**src/rtl/fft_pkg.sv**
```systemverilog
// rtl/fft_pkg.sv - Default FFT geometry and AGU state encoding shared by the FFT address path.
package fft_pkg;

  localparam int FFT_N   = 512;
  localparam int FFT_M   = 9;
  localparam int FFT_LAT = 2;

  typedef enum logic [1:0] {
    ST_IDLE  = 2'd0,
    ST_RUN   = 2'd1,
    ST_FLUSH = 2'd2,
    ST_FIN   = 2'd3
  } agu_state_e;

endpackage

```
**src/rtl/fft_delay_line.sv**
```systemverilog
// rtl/fft_delay_line.sv - Fixed-depth register pipeline with synchronous clear.
module fft_delay_line #(
  parameter int W     = 1,
  parameter int DEPTH = 1
) (
  input  logic         clk,
  input  logic         reset,
  input  logic [W-1:0] din,
  output logic [W-1:0] dout
);

  logic [W-1:0] pipe_q [DEPTH];

  always_ff @(posedge clk) begin
    if (reset) begin
      for (int k = 0; k < DEPTH; k++) pipe_q[k] <= '0;
    end else begin
      pipe_q[0] <= din;
      for (int k = 1; k < DEPTH; k++) pipe_q[k] <= pipe_q[k-1];
    end
  end

  assign dout = pipe_q[DEPTH-1];

endmodule

```
**src/rtl/fft_agu.sv**
```systemverilog
// rtl/fft_agu.sv - In-place radix-2 FFT address generator with LAT-delayed write-back.
module fft_agu
  import fft_pkg::*;
#(
  parameter int N   = FFT_N,
  parameter int M   = FFT_M,
  parameter int LAT = FFT_LAT
) (
  input  logic         clk,
  input  logic         reset,
  input  logic         start,
  output logic [M-1:0] adr_rd_a,
  output logic [M-1:0] adr_rd_b,
  output logic [M-2:0] tw_adr,
  output logic         rd_bank,
  output logic [M-1:0] adr_wr_a,
  output logic [M-1:0] adr_wr_b,
  output logic         we,
  output logic         wr_bank,
  output logic         busy,
  output logic         done
);

  localparam int SW = (M > 1) ? $clog2(M) : 1;
  localparam int IW = M - 1;
  localparam int FW = (LAT > 1) ? $clog2(LAT) : 1;
  localparam int DW = 2 * M + 2;
  localparam logic [IW-1:0] LAST_I  = IW'(N / 2 - 1);
  localparam logic [IW-1:0] TW_ONES = '1;

  agu_state_e     state_q, state_d;
  logic [SW-1:0]  stage_q, stage_d;
  logic [IW-1:0]  i_q, i_d;
  logic [FW-1:0]  flush_q, flush_d;
  logic           issue;
  logic [DW-1:0]  pipe_in, pipe_out;

  function automatic logic [M-1:0] rotl(input logic [M-1:0] x, input logic [SW-1:0] s);
    logic [2*M-1:0] t;
    t = {x, x} << s;
    return t[2*M-1:M];
  endfunction

  always_ff @(posedge clk) begin
    if (reset) begin
      state_q <= ST_IDLE;
      stage_q <= '0;
      i_q     <= '0;
      flush_q <= '0;
    end else begin
      state_q <= state_d;
      stage_q <= stage_d;
      i_q     <= i_d;
      flush_q <= flush_d;
    end
  end

  always_comb begin
    state_d = state_q;
    stage_d = stage_q;
    i_d     = i_q;
    flush_d = flush_q;
    issue   = 1'b0;
    busy    = 1'b1;
    done    = 1'b0;
    unique case (state_q)
      ST_IDLE: begin
        busy = 1'b0;
        if (start) begin
          state_d = ST_RUN;
          stage_d = '0;
          i_d     = '0;
        end
      end
      ST_RUN: begin
        issue = 1'b1;
        if (i_q == LAST_I) begin
          state_d = ST_FLUSH;
          flush_d = '0;
        end else begin
          i_d = i_q + IW'(1);
        end
      end
      // Hold off the next stage until the last write of this stage has left the pipe.
      ST_FLUSH: begin
        if (flush_q == FW'(LAT - 1)) begin
          if (stage_q == SW'(M - 1)) begin
            state_d = ST_FIN;
          end else begin
            state_d = ST_RUN;
            stage_d = stage_q + SW'(1);
            i_d     = '0;
          end
        end else begin
          flush_d = flush_q + FW'(1);
        end
      end
      ST_FIN: begin
        done    = 1'b1;
        state_d = ST_IDLE;
      end
      default: state_d = ST_IDLE;
    endcase
  end

  always_comb begin
    adr_rd_a = '0;
    adr_rd_b = '0;
    tw_adr   = '0;
    rd_bank  = 1'b0;
    if (issue) begin
      adr_rd_a = rotl({i_q, 1'b0}, stage_q);
      adr_rd_b = rotl({i_q, 1'b1}, stage_q);
      tw_adr   = i_q & (TW_ONES << (SW'(IW) - stage_q));
      rd_bank  = stage_q[0];
    end
  end

  // Write bank is stored pre-inverted and gated so idle slots stay all-zero.
  assign pipe_in = {issue, issue & ~stage_q[0], adr_rd_a, adr_rd_b};

  fft_delay_line #(
    .W     (DW),
    .DEPTH (LAT)
  ) u_wr_dly (
    .clk   (clk),
    .reset (reset),
    .din   (pipe_in),
    .dout  (pipe_out)
  );

  assign {we, wr_bank, adr_wr_a, adr_wr_b} = pipe_out;

endmodule

```
**config.mk**
```make
export PLATFORM = sky130hd
export DESIGN_NAME = fft_agu
export DESIGN_NICKNAME = d
export VERILOG_FILES = /design/src/rtl/fft_pkg.sv /design/src/rtl/fft_delay_line.sv /design/src/rtl/fft_agu.sv
export SDC_FILE = /design/constraint.sdc
export NUM_CORES = 1
export LEC_CHECK = 0
export ABC_CLOCK_PERIOD_IN_PS = 2000
export BUFFER_PORTS_ARGS = -buffer_cell sky130_fd_sc_hd__buf_4
export CAP_MARGIN = 20
export CORE_MARGIN = 1.5
export CORE_UTILIZATION = 51
export CTS_CLUSTER_SIZE = 28
export DETAILED_ROUTE_END_ITERATION = 12
export PLACE_DENSITY = 0.76
export RECOVER_POWER = 100
export SLEW_MARGIN = 20
export SYNTH_ARGS = -nofsm -noshare
export SYNTH_HDL_FRONTEND = slang
export SYNTH_SLANG_ARGS = --single-unit
```
**constraint.sdc**
```tcl
create_clock -name clk -period 2 [get_ports clk]
set_clock_uncertainty 0.05 [all_clocks]
set_input_delay 0.3 -clock clk [delete_from_list [all_inputs] [get_ports clk]]
set_output_delay 0.3 -clock clk [all_outputs]
set_load 0.02 [all_outputs]
```
# [Word level (Yosys, flattened, before mapping)]
# Memory sizes are Yosys's and may differ from the RTL's.
# Index checks and enable logic that the tools add are counted.
# Widths: inputs -> output; s select.
[op_classes] addsub=4 n_eq_ne=10 shifts=3 n_mux=29 bitwise=5 reduce_logical=8
[ops] operator="$mux 20" n=2
[ops] operator="$mux 8" n=5
[ops] operator="$shl 18x4->18" n=2
[ops] operator="$pmux 8 s3" n=1
[ops] operator="$mux 9" n=2
[ops] operator="$mux 4" n=3
[ops] operator="$ne 2x2->1 const B" n=5
[ops] operator="$mux 1" n=9
[ops] operator="$add 8x1->8 const B" n=1
[ops] operator="$and 8x8->8" n=1
[ops] operator="$eq 8x8->1 const B" n=1
[ops] operator="$mux 2" n=4
[ops] operator="$pmux 2 s4" n=1
[ops] operator="$pmux 4 s2" n=1
[ops] operator="$shl 8x4->8 const A" n=1
[ops] operator="$reduce_and 5->1" n=1
[ops] operator="$add 4x1->4 const B" n=1
[ops] operator="$eq 2x2->1 const B" n=2
[ops] operator="$eq 4x4->1 const B" n=1
[ops] operator="$reduce_and 4->1" n=1
[ops] operator="$reduce_bool 2->1" n=2
[ops] operator="$sub 4x4->4 const A" n=1
[ops] operator="$reduce_and 3->1" n=1
[ops] operator="$reduce_bool 3->1" n=1
[ops] operator="8 further kinds" n=9
[word_totals] reg_bits=15 mem_bits_rw=40 in_bits=3 out_inout_bits=49 elab_cells=64 n_memories=1
[memory_table] memory="u_wr_dly.pipe_q" words=2 word_bits=20 rd=2 rd_clocked_by_memory_dff=0 wr=2 line="fft_delay_line.sv:12" rtl="logic [W-1:0] pipe_q [DEPTH];"

# [Logic depth before layout (Yosys ltp)]
# Gate-level depths: netlist of the first run.
[depth] depth_word=4 depth_mapped=10 depth_no_buf=6

# [Cells and area by module]
# Synthesis of the first run repeated with hierarchy kept, for this count alone.
[hier_totals] cells_unflattened=363 hier_area_um2=3253.1
[by_module_without_submodules] mod="fft_agu" instances=1 cells_per_inst=259 area_each_um2=1946.9 seq_area_each_um2=300.3
[by_module_without_submodules] mod="fft_delay_line" instances=1 cells_per_inst=104 area_each_um2=1306.3 seq_area_each_um2=800.8

# [Worst setup path after synthesis of the first run]
# OpenSTA, ideal clock, no wires.
[synth_path] kind="register to output" start="register stage_q[0]" end="output port tw_adr[1]" t_arrival_ns=1.869 required_time_ns=1.650 slack_ns=-0.219 stages_incl_launch_ff=9 path_buffers=2 cell_sequence="dfxtp_1 buf_4 inv_2 buf_2 ha_1 inv_1 ha_1 nand2_1 nor3b_1"
[synth_between] elab_chain_len=4
[synth_rtl] item="start: declaration" line="fft_agu.sv:32" rtl="logic [SW-1:0] stage_q, stage_d;"
[synth_rtl] item="start signal: assignment" line="fft_agu.sv:52" rtl="stage_q <= stage_d;"
[synth_rtl] item="$sub 4x4->4" line="fft_agu.sv:114" rtl="tw_adr = i_q & (TW_ONES << (SW'(IW) - stage_q));"
[synth_rtl] item="$shl 8x4->8" line="fft_agu.sv:114"
[synth_rtl] item="$and 8x8->8" line="fft_agu.sv:114"
[synth_rtl] item="$mux 8" line="fft_agu.sv:111" rtl="if (issue) begin"
[synth_rtl] item="end: declaration" line="fft_agu.sv:14" rtl="output logic [M-2:0] tw_adr,"
# No other way between the ends.

# [Final worst setup path of the first run]
[layout_path] start="register stage_q[1]" end="output port adr_rd_a[0]"
[layout_between] elab_chain_len=2
[layout_rtl] item="$shl 18x4->18" line="fft_agu.sv:40" rtl="t = {x, x} << s;"
[layout_rtl] item="$mux 9" line="fft_agu.sv:111"
[layout_rtl] item="end: declaration" line="fft_agu.sv:12" rtl="output logic [M-1:0] adr_rd_a,"
# No other way between the ends.

==> flow_summary_export.csv, run 1 <==
group,metric,value,unit
status,status,"finished, violations left",
status,violations,"negative setup slack",
timing,rsz0062_at_grt,"yes",
global_routing,grt_max_degree,35,
global_routing,antenna_found_initial,0,
timing,period_needed,2410,ps
clocking,path_clk_slew,110,ps
finish,drive_gt1_share,38.8,%
finish,area_growth,26.9,%
clocking,tritoncts,"done",
detailed_routing,drcViolationCount,0,
global_routing,grt_pass1_wl,12700,µm
run,drv_cap,0,
finish,nets,436,
setup_path,cp.arrival,2060,ps
global_routing,grtUsageTotal,24.8,%
detailed_routing,firstDrtPassIters,5,
synth,synthesis.area,0.00320,mm²
global_routing,grt_pass1_vias,2539,
synth,ys_types,60,
finish,layout_common_cells,"buf_4, dfxtp_1, nor2b_1, nor2_1, clkbuf_1",
pwr,powerDensity,480,mW/mm²
pwr,vdd_ir_drop_max,0.351,mV
clocking,clockBufferDepth,2,
finish,layout.cells.non_filler,503,
setup_path,crit_type,"reg -> out",
synth,synth-seq-cells,55,
floorplan,ioPinCount,52,
synth,synth_area_per_cell,8.69,µm²
synth,synthFlopType,"dfxtp_1",
timing,fmax,415,MHz
place,gp_congestion,0.923,
timing,drv_slew,0,
global_routing,grt_overflow,0,
place,dpl.hpwl,5970,µm
detailed_routing,drt_wl_total,8530,µm
synth,syn_nets,377,
finish,utilization,67.7,%
detailed_routing,postRouteAntennaNets,0,
synth,ys_seq_area_share,34.4,%
timing,worst_slack,-410,ps
synth,ys_warn_count,0,
synth,synth_cells,368,
setup_path,endpoint_kind,"output pin",
clocking,cts-htree-levels,2,
setup_path,critPathLaunchType,"register",
pwr,p_leak,1.58,nW
detailed_routing,routedWlPerCell,17.0,µm
clocking,clockRootBuffer,"clkbuf_8",
detailed_routing,viasPerCell,5.70,
floorplan,die_w,82.2,µm
timing,hold_viol_final,0,
finish,final_common_cell,"buf_4",
timing,worstMarginPinSlew,454,ps
place,place_inst,490,
floorplan,die_area,0.00675,mm²
detailed_routing,vias,2866,
clocking,cts_made_buffers,5,
floorplan,rows,28,
floorplan,core_area,0.00599,mm²
synth,synth_edf_count,0,
synth,synthArstFlopShare,0,%
finish,num_antenna_cells,0,
floorplan,fp.dieH,82.2,µm
clocking,cts_sinks,55,
timing,setup_viol,33,
timing,min_period_over_period,120,%
setup_path,required,1650,ps
clocking,insertion_delay,310,ps
timing,relSlewSlack,69.5,%
floorplan,start_util,53.4,%
setup_path,worstPathMaxFanout,6,
detailed_routing,drt_iter0_drc,208,
hold_path,hp-class,"in -> reg",
place,portBuffers,51,
timing,hold_slack,318,ps
-- metal layers --
| metal | vias to the layer above | part of all wire (%) | GRT usage (%) |
|---|---|---|---|
| met3 | 16 | 4.9 | 3.41 |
| met2 | 111 | 50 | 43.6 |
| met1 | 1361 | 43 | 31.1 |
| met4 | 0 | 2.1 | 7.97 |
| li1 | 1378 | - | - |
| met5 | - | 0 | 0 |
-- power by group --
group | internal, mW | leakage [nW] | switching [mW] | total [mW]
Clock | 0.261 | 0.0502 | 0.399 | 0.659
Combinational | 0.0673 | 1.08 | 0.109 | 0.176
Sequential | 1.10 | 0.448 | 0.0109 | 1.11
Total | 1.43 | 1.58 | 0.519 | 1.95
-- area by class of cell --
class,instances,area [µm²]
Inverter,9,42.5
Sequential cell,55,1120
Multi-Input combinational cell,240,1890
Timing Repair Buffer,116,822
Fill cell,504,1930
Tap cell,75,93.8
Clock buffer,5,68.8
Clock inverter,3,28.8
-- critical path, stage by stage (launching register included) --
cell,delay [ps]
dfxtp_4,410
buf_6,130
mux2_2,370
a22oi_2,160
buf_4,150
buf_4,100
o211ai_1,90
and3_1,180
buf_4,150
-- timing repair --
action,4_1_cts,5_1_grt
setup endpoints to repair,35,31
pin swaps,0,10
hold buffers,0,0
gates cloned,0,0
setup buffers,0,6
gates resized for setup,18,45
-- path summary, 6_finish.rpt --
path / end / slack (ps) / depth (start not counted) / start
worst max-delay path: adr_rd_a[0] / -410 / 8 / stage_q[1]$_SDFFE_PP0P_
worst min register to register: u_wr_dly.pipe_q[0][32]$_SDFF_PP0_ / 390 / 1 / u_wr_dly.pipe_q[0][12]$_SDFF_PP0_
worst max register to register: i_q[6]$_SDFFE_PP0P_ / -140 / 6 / state_q[1]$_SDFFE_PP0P_
worst min-delay path: i_q[1]$_SDFFE_PP0P_ / 320 / 2 / reset
-- synth_stat cells (5+ instances only) --
master | number | area share, %
dfxtp_1 | 55 | 34
buf_4 | 37 | 8.7
nor2_1 | 24 | 2.8
nor2b_1 | 24 | 4.7
nand2_1 | 21 | 2.5
nor3_1 | 16 | 2.5
a21oi_1 | 14 | 2.2
o21ai_0 | 11 | 1.7
and3_1 | 10 | 2.0
buf_2 | 10 | 1.6
mux2i_1 | 9 | 2.8
o22ai_1 | 9 | 1.8
a211oi_1 | 8 | 1.9
clkbuf_1 | 8 | 0.94
nand3_1 | 8 | 1.3
mux4_2 | 7 | 4.9
nand2b_1 | 7 | 1.4
ha_1 | 6 | 2.3
inv_1 | 6 | 0.70
mux2_2 | 6 | 2.1
buf_1 | 5 | 0.59
-- logic make-up after synthesis --
group / synth area share [%]
DFF: 34.4
adders and majority gates: 2.35
and+or+nand+nor: 22.5
muxes: 10.6
AOI/OAI and AO/OA: 15.7
buffers and inverters: 14.3
-- sequential cells by signal, summed over array words and instances (netlist names) --
name and flops:
u_wr_dly.pipe_q 40, i_q 8, stage_q 4, state_q 2, flush_q 1
-- per-stage QoR --
| stage | total power [mW] | cell area [µm²] | setup TNS [ps] | setup WS [ps] |
|---|---|---|---|---|
| floorplan | 1.25 | 3280 | 0 | 2.60 |
| global placement | 1.31 | 3760 | -1150 | -146 |
| detailed placement | 1.31 | 3760 | -2100 | -169 |
| CTS | 1.96 | 3930 | -7970 | -389 |
| global route | 2.02 | 4060 | -10890 | -458 |
| finish | 1.95 | 4060 | -8220 | -410 |
(Power assumes the default switching activity.)
==> run 2: changes to the inputs <==
--- a/config.mk
+++ b/config.mk
@@ -6,13 +6,12 @@
 export NUM_CORES = 1
 export LEC_CHECK = 0
 export ABC_CLOCK_PERIOD_IN_PS = 2000
-export BUFFER_PORTS_ARGS = -buffer_cell sky130_fd_sc_hd__buf_4
 export CAP_MARGIN = 20
 export CORE_MARGIN = 1.5
-export CORE_UTILIZATION = 51
+export CORE_UTILIZATION = 45
 export CTS_CLUSTER_SIZE = 28
 export DETAILED_ROUTE_END_ITERATION = 12
-export PLACE_DENSITY = 0.76
+export DONT_BUFFER_PORTS = 1
 export RECOVER_POWER = 100
 export SLEW_MARGIN = 20
 export SYNTH_ARGS = -nofsm -noshare
==> run 2 against run 1 <==
Net effect: the run still ends with negative setup slack left; sequential power about the same; total power increased by 5.7%; final area increased by 0.59%; sequential cell count unchanged; via count decreased by 5.4%; maximum frequency decreased by 1.0%.
==> flow_summary_export.csv, run 2 (synthesized netlist as in run 1, its figures left out) <==
group,metric,value,unit
setup_path,path_cells,"buf_6, mux2_4, mux4_2, nor2_4, a211oi_2, buf_4",
pwr,total_power,2.06,mW
finish,final_common_cell,"buf_4",
detailed_routing,drt_iter0_drc,122,
floorplan,ioPinCount,52,
pwr,power.switching,0.508,mW
setup_path,crit_buf_inv,2,
hold_path,whs_path_depth,2,
timing,drv_slew,0,
clocking,clockRootBuffer,"clkbuf_8",
timing,relSlewSlack,64.6,%
clocking,clockBufferDepth,2,
timing,tns,-7430,ps
setup_path,endpoint_kind,"output pin",
finish,area_growth,27.7,%
finish,drive_gt1_share,42.1,%
detailed_routing,postRouteAntennaNets,0,
setup_path,critPathMaxStageDelay,550,ps
clocking,cts-htree-levels,2,
timing,worst_slack,-435,ps
global_routing,antenna_found_initial,0,
detailed_routing,routedWlPerCell,16.4,µm
setup_path,reg2reg_from,"stage_q[1]$_SDFFE_PP0P_",
global_routing,grt_max_degree,26,
timing,worstMarginPinSlew,529,ps
timing,rsz0062_at_grt,"yes",
place,dpl.hpwl,5710,µm
hold_path,hold_end,"i_q[0]$_SDFFE_PP0P_",
floorplan,start_util,46.8,%
floorplan,rows,30,
pwr,combPwrFrac,9.3,%
detailed_routing,firstDrtPassIters,4,
hold_path,hold_start,"reset",
pwr,vdd_ir_drop_max,0.260,mV
finish,fillers,607,
pwr,seqPwrFrac,54.3,%
finish,top_register,"u_wr_dly.pipe_q",
place,dp_slack,-110,ps
global_routing,grt_overflow,0,
setup_path,reg2reg_depth,8,
place,portBuffers,0,
detailed_routing,vias,2710,
setup_path,critPathLaunchType,"register",
finish,layout_common_cells,"buf_4, dfxtp_1, nor2b_1, nor2_1, nand2_1",
timing,setup_viol,26,
floorplan,core_area,0.00683,mm²
pwr,powerDensity,505,mW/mm²
hold_path,hp-class,"in -> reg",
setup_path,required,1650,ps
place,gp_congestion,0.869,
timing,hold_slack,95.4,ps
finish,largest_reg_flops,40,
clocking,cts_sinks,55,
setup_path,rrSetupSlack,30,ps
setup_path,cp_slowest_cell,"mux4_2",
global_routing,use_met1,25.5,%
pwr,switching_share,24.6,%
pwr,internal_power,1.55,mW
timing,fmax,411,MHz
global_routing,grt_pass1_vias,2471,
clocking,cts_made_buffers,5,
setup_path,timing.rr.end,"stage_q[1]$_SDFFE_PP0P_",
detailed_routing,drt_wl_total,8210,µm
status,status,"finished, violations left",
timing,min_period_over_period,122,%
floorplan,die_area,0.00762,mm²
clocking,path_clk_slew,110,ps
detailed_routing,drcViolationCount,0,
setup_path,path_delay_family,"multiplexers",
setup_path,crit_type,"reg -> out",
clocking,insertion_delay,320,ps
finish,num_antenna_cells,0,
timing,period_needed,2440,ps
floorplan,die_w,87.3,µm
pwr,power_frac_clock,36.4,%
finish,nets,415,
status,violations,"negative setup slack",
setup_path,cp.arrival,2090,ps
finish,top_regs,"u_wr_dly.pipe_q x40, i_q x8, stage_q x4",
global_routing,grt_pass1_wl,12500,µm
floorplan,fp.dieH,87.3,µm
detailed_routing,viasPerCell,5.40,
global_routing,grtUsageTotal,21.2,%
global_routing,top_usage_layer,"met2",
pwr,p_leak,1.55,nW
run,drv_cap,0,
clocking,tritoncts,"done",
global_routing,met2_usage,39.0,%
global_routing,use_met3,4.08,%
timing,hold_viol_final,0,
setup_path,worstPathMaxFanout,6,
==> run 2: changes by cell type in the layout (fill, tap and decap cells not counted), sizes merged <==
cell / change
buf: -1
bufinv: +1
clkbuf: -24
clkinv: -1
dlygate4sd3: +4
inv: -1
==> run 2: layout make-up <==
| class | instances | area [µm²] | area share [%] |
|---|---|---|---|
| clock inverters | 2 | 37.5 | 0.920 |
| clock buffers | 5 | 68.8 | 1.69 |
| flip-flops and latches | 55 | 1110 | 27.3 |
| repair buffers | 95 | 800 | 19.6 |
| multi-input cells | 240 | 1910 | 46.7 |
| inverters | 9 | 36.3 | 0.889 |
| well taps | 96 | 120 | 2.94 |
==> run 2: how the worst max path moves through the flow <==
| stage | start | to | slack [ps] | cells after the start |
|---|---|---|---|---|
| 3_3_place_gp | stage_q[0]$_SDFFE_PP0P_ | adr_rd_b[1] | -100 | 5 |
| 4_1_cts | stage_q[1]$_SDFFE_PP0P_ | adr_rd_b[8] | -390 | 5 |
| 5_1_grt | stage_q[1]$_SDFFE_PP0P_ | adr_rd_a[7] | -480 | 6 |
| 2_1_floorplan | stage_q[1]$_SDFFE_PP0P_ | tw_adr[2] | 3 | 9 |
| 3_5_place_dp | stage_q[0]$_SDFFE_PP0P_ | adr_rd_b[4] | -110 | 6 |
| 6_report | stage_q[1]$_SDFFE_PP0P_ | adr_rd_b[8] | -440 | 6 |
==> run 2: power by group through the flow <==
stage / Clock [mW] / Sequential [mW] / Combinational [mW]
6_report: 0.749 / 1.12 / 0.192
5_1_grt: 0.803 / 1.12 / 0.208
4_1_cts: 0.765 / 1.12 / 0.174
3_5_place_dp: 0 / 1.15 / 0.162
3_3_place_gp: 0 / 1.15 / 0.162
2_1_floorplan: 0 / 1.14 / 0.109
==> run 2: stage by stage <==
| stage | utilization (%) | instance area, µm² | std cells |
|---|---|---|---|
| floorplan | - | 3280 | 368 |
| global placement | 53.4 | 3650 | 486 |
| detailed placement | 53.4 | 3650 | 486 |
| CTS | 56.7 | 3870 | 496 |
| global route | 59.7 | 4080 | 502 |
| finish | 59.7 | 4080 | 502 |
==> run 2: layer usage <==
layer	wire (µm)	vias to the layer above	part of all wire (%)
met5	0	-	0
met4	93	0	1.1
met3	314	9	3.8
met2	4240	65	52
met1	3560	1303	43
li1	-	1333	-
==> run 2: worst register-to-register path: cells and delay by family, from the launching register on <==
family,cells,cell delay [ps]
AND/OR/NAND/NOR,2,340
AO/OA/AOI/OAI,2,520
buffers and inverters,3,400
adder cells (fa/ha/maj),1,200
flip-flops,1,400
==> run 2: repair_timing <==
action | 4_1_cts | 5_1_grt
pin swaps | 1 | 15
resized for setup | 26 | 46
hold buffers | 1 | 3
setup buffers | 2 | 5
endpoints found under the setup margin | 36 | 36
endpoints found under the hold margin | 13 | 12
==> run 3: changes to the inputs <==
--- a/config.mk
+++ b/config.mk
@@ -5,7 +5,7 @@
 export SDC_FILE = /design/constraint.sdc
 export NUM_CORES = 1
 export LEC_CHECK = 0
-export ABC_CLOCK_PERIOD_IN_PS = 2000
+export ABC_CLOCK_PERIOD_IN_PS = 3000
 export CAP_MARGIN = 20
 export CORE_MARGIN = 1.5
 export CORE_UTILIZATION = 45
==> constraint.sdc (replaced) <==
create_clock -name clk -period 3 [get_ports clk]
set_clock_uncertainty 0.05 [all_clocks]
set_input_delay 0.45 -clock clk [delete_from_list [all_inputs] [get_ports clk]]
set_output_delay 0.45 -clock clk [all_outputs]
set_load 0.02 [all_outputs]
==> run 3 against run 2 <==
Net effect: the flow now finishes without violations; first-iteration DRC count grew 120%; critical path depth shrank 2; sequential power shrank 33%; core utilization shrank 14 points; clock-buffer cell count is the same; worst setup slack gained 610 ps; critical endpoint is now adr_rd_b[6]; largest cell class unchanged.
==> flow_summary_export.csv, run 3 (synthesized netlist as in run 1, its figures left out) <==
group,metric,value,unit
status,status,"finished, final reports clean",
timing,hold_viol_final,0,
timing,min_period_over_period,94.1,%
clocking,tritoncts,"done",
setup_path,rrSetupSlack,600,ps
clocking,insertion_delay,310,ps
setup_path,critPathLaunchType,"register",
finish,nets,339,
detailed_routing,drcViolationCount,0,
global_routing,grt_pass1_wl,11900,µm
floorplan,fp.dieH,87.3,µm
setup_path,cp_slowest_cell,"dfxtp_1",
global_routing,grtUsageTotal,20.2,%
finish,largest_reg_flops,40,
clocking,cts_sinks,55,
clocking,cts_setup_buffers,0,
hold_path,hold_start,"reset",
global_routing,grt_pass1_vias,2187,
finish,top_register,"u_wr_dly.pipe_q",
finish,top_regs,"u_wr_dly.pipe_q x40, i_q x8, stage_q x4",
timing,period_needed,2820,ps
timing,worstMarginPinSlew,875,ps
detailed_routing,firstDrtPassIters,4,
setup_path,cp.arrival,2320,ps
clocking,cts-htree-levels,2,
detailed_routing,drt_iter0_drc,265,
floorplan,die_w,87.3,µm
setup_path,reg2reg_depth,6,
place,gp_congestion,0.908,
detailed_routing,drt_wl_total,7330,µm
detailed_routing,vias,2402,
timing,worst_slack,177,ps
timing,fmax,354,MHz
pwr,vdd_ir_drop_max,0.155,mV
hold_path,hp-class,"in -> reg",
floorplan,ioPinCount,52,
setup_path,endpoint_kind,"output pin",
setup_path,worstPathMaxFanout,13,
floorplan,die_area,0.00762,mm²
floorplan,core_area,0.00683,mm²
timing,setup_viol,0,
timing,tns,0,ps
timing,drv_slew,0,
setup_path,timing.rr.end,"stage_q[2]$_SDFFE_PP0P_",
detailed_routing,routedWlPerCell,17.2,µm
global_routing,grt_max_degree,35,
setup_path,crit_type,"reg -> out",
floorplan,start_util,46.8,%
setup_path,reg2reg_from,"stage_q[1]$_SDFFE_PP0P_",
clocking,path_clk_slew,100,ps
floorplan,rows,30,
timing,rsz0062_at_grt,"no",
pwr,p_leak,1.11,nW
place,dp_slack,383,ps
hold_path,whs_path_depth,1,
run,drv_cap,0,
hold_path,hold_end,"stage_q[1]$_SDFFE_PP0P_",
clocking,cts_made_buffers,5,
setup_path,required,2500,ps
setup_path,path_cells,"mux2i_1, a21o_1, mux4_2, nor2_1",
setup_path,critPathMaxStageDelay,700,ps
clocking,clockRootBuffer,"clkbuf_8",
detailed_routing,viasPerCell,5.64,
finish,drive_gt1_share,12.7,%
finish,num_antenna_cells,0,
finish,area_growth,-2.58,%
global_routing,antenna_found_initial,0,
place,dpl.hpwl,5100,µm
place,portBuffers,0,
global_routing,grt_overflow,0,
finish,final_common_cell,"dfxtp_1",
detailed_routing,postRouteAntennaNets,0,
timing,relSlewSlack,41.7,%
finish,layout_common_cells,"dfxtp_1, nor2_1, nor2b_1, nand2_1, nor3_1",
pwr,powerDensity,420,mW/mm²
setup_path,crit_start,"i_q[0]$_SDFFE_PP0P_",
clocking,clockBufferDepth,2,
-- run 3: report_power, final --
group          internal, mW  leakage [nW]  total (mW)  switching, mW
clock network         0.244        0.0502       0.482          0.238
registers             0.737         0.445       0.750         0.0126
logic                0.0233         0.617      0.0768         0.0535
-- run 3: what timing repair did --
action / 4_1_cts / 5_1_grt
resized for setup: 0 / 2
hold buffers: 0 / 0
endpoints found under the setup margin: 0 / 15
-- run 3: critical path: cells and delay by family, from the launching register on --
family | cells | cell delay (ps)
mux | 2 | 750
flops | 1 | 700
simple gates | 1 | 330
compound gates | 1 | 240
-- run 3: area by class of cell --
class                      instances  area, µm²
clock buffer                       5       68.8
timing repair buffer              19        113
fill                             696       3720
sequential                        55       1100
inverter                           9       33.8
multi-input combinational        240       1640
clock inverter                     2       37.5
tap                               96        120
-- run 3: metrics by stage --
| step | cells | power (mW) | hold slack, ps | util, % | cell area (µm²) |
|---|---|---|---|---|---|
| floorplan | 368 | 0.830 | 364 | - | 3200 |
| global placement | 419 | 0.847 | 366 | 44.4 | 3040 |
| detailed placement | 419 | 0.846 | 373 | 44.4 | 3040 |
| CTS | 426 | 1.33 | 138 | 46.0 | 3140 |
| global route | 426 | 1.37 | 123 | 45.6 | 3110 |
| finish | 426 | 1.31 | 141 | 45.6 | 3110 |
-- run 3: worst max-delay path by stage --
stage	slack (ps)	depth (start not counted)	endpoint
6_report	180	4	adr_rd_b[6]
3_3_place_gp	350	5	adr_rd_a[5]
4_1_cts	20	5	adr_rd_a[5]
5_1_grt	40	8	tw_adr[1]
2_1_floorplan	630	8	tw_adr[1]
3_5_place_dp	380	5	adr_rd_a[5]
-- run 3: layer usage --
layer  global-route usage [%]  part of all wire [%]  vias up  routed length [µm]
met5                        0                     0        -                   0
met4                     6.49                   1.7        0                 125
met3                     3.60                   4.1        8                 297
met2                     32.2                    48       73                3510
met1                     27.7                    46     1135                3400
li1                         -                     -     1186                   -
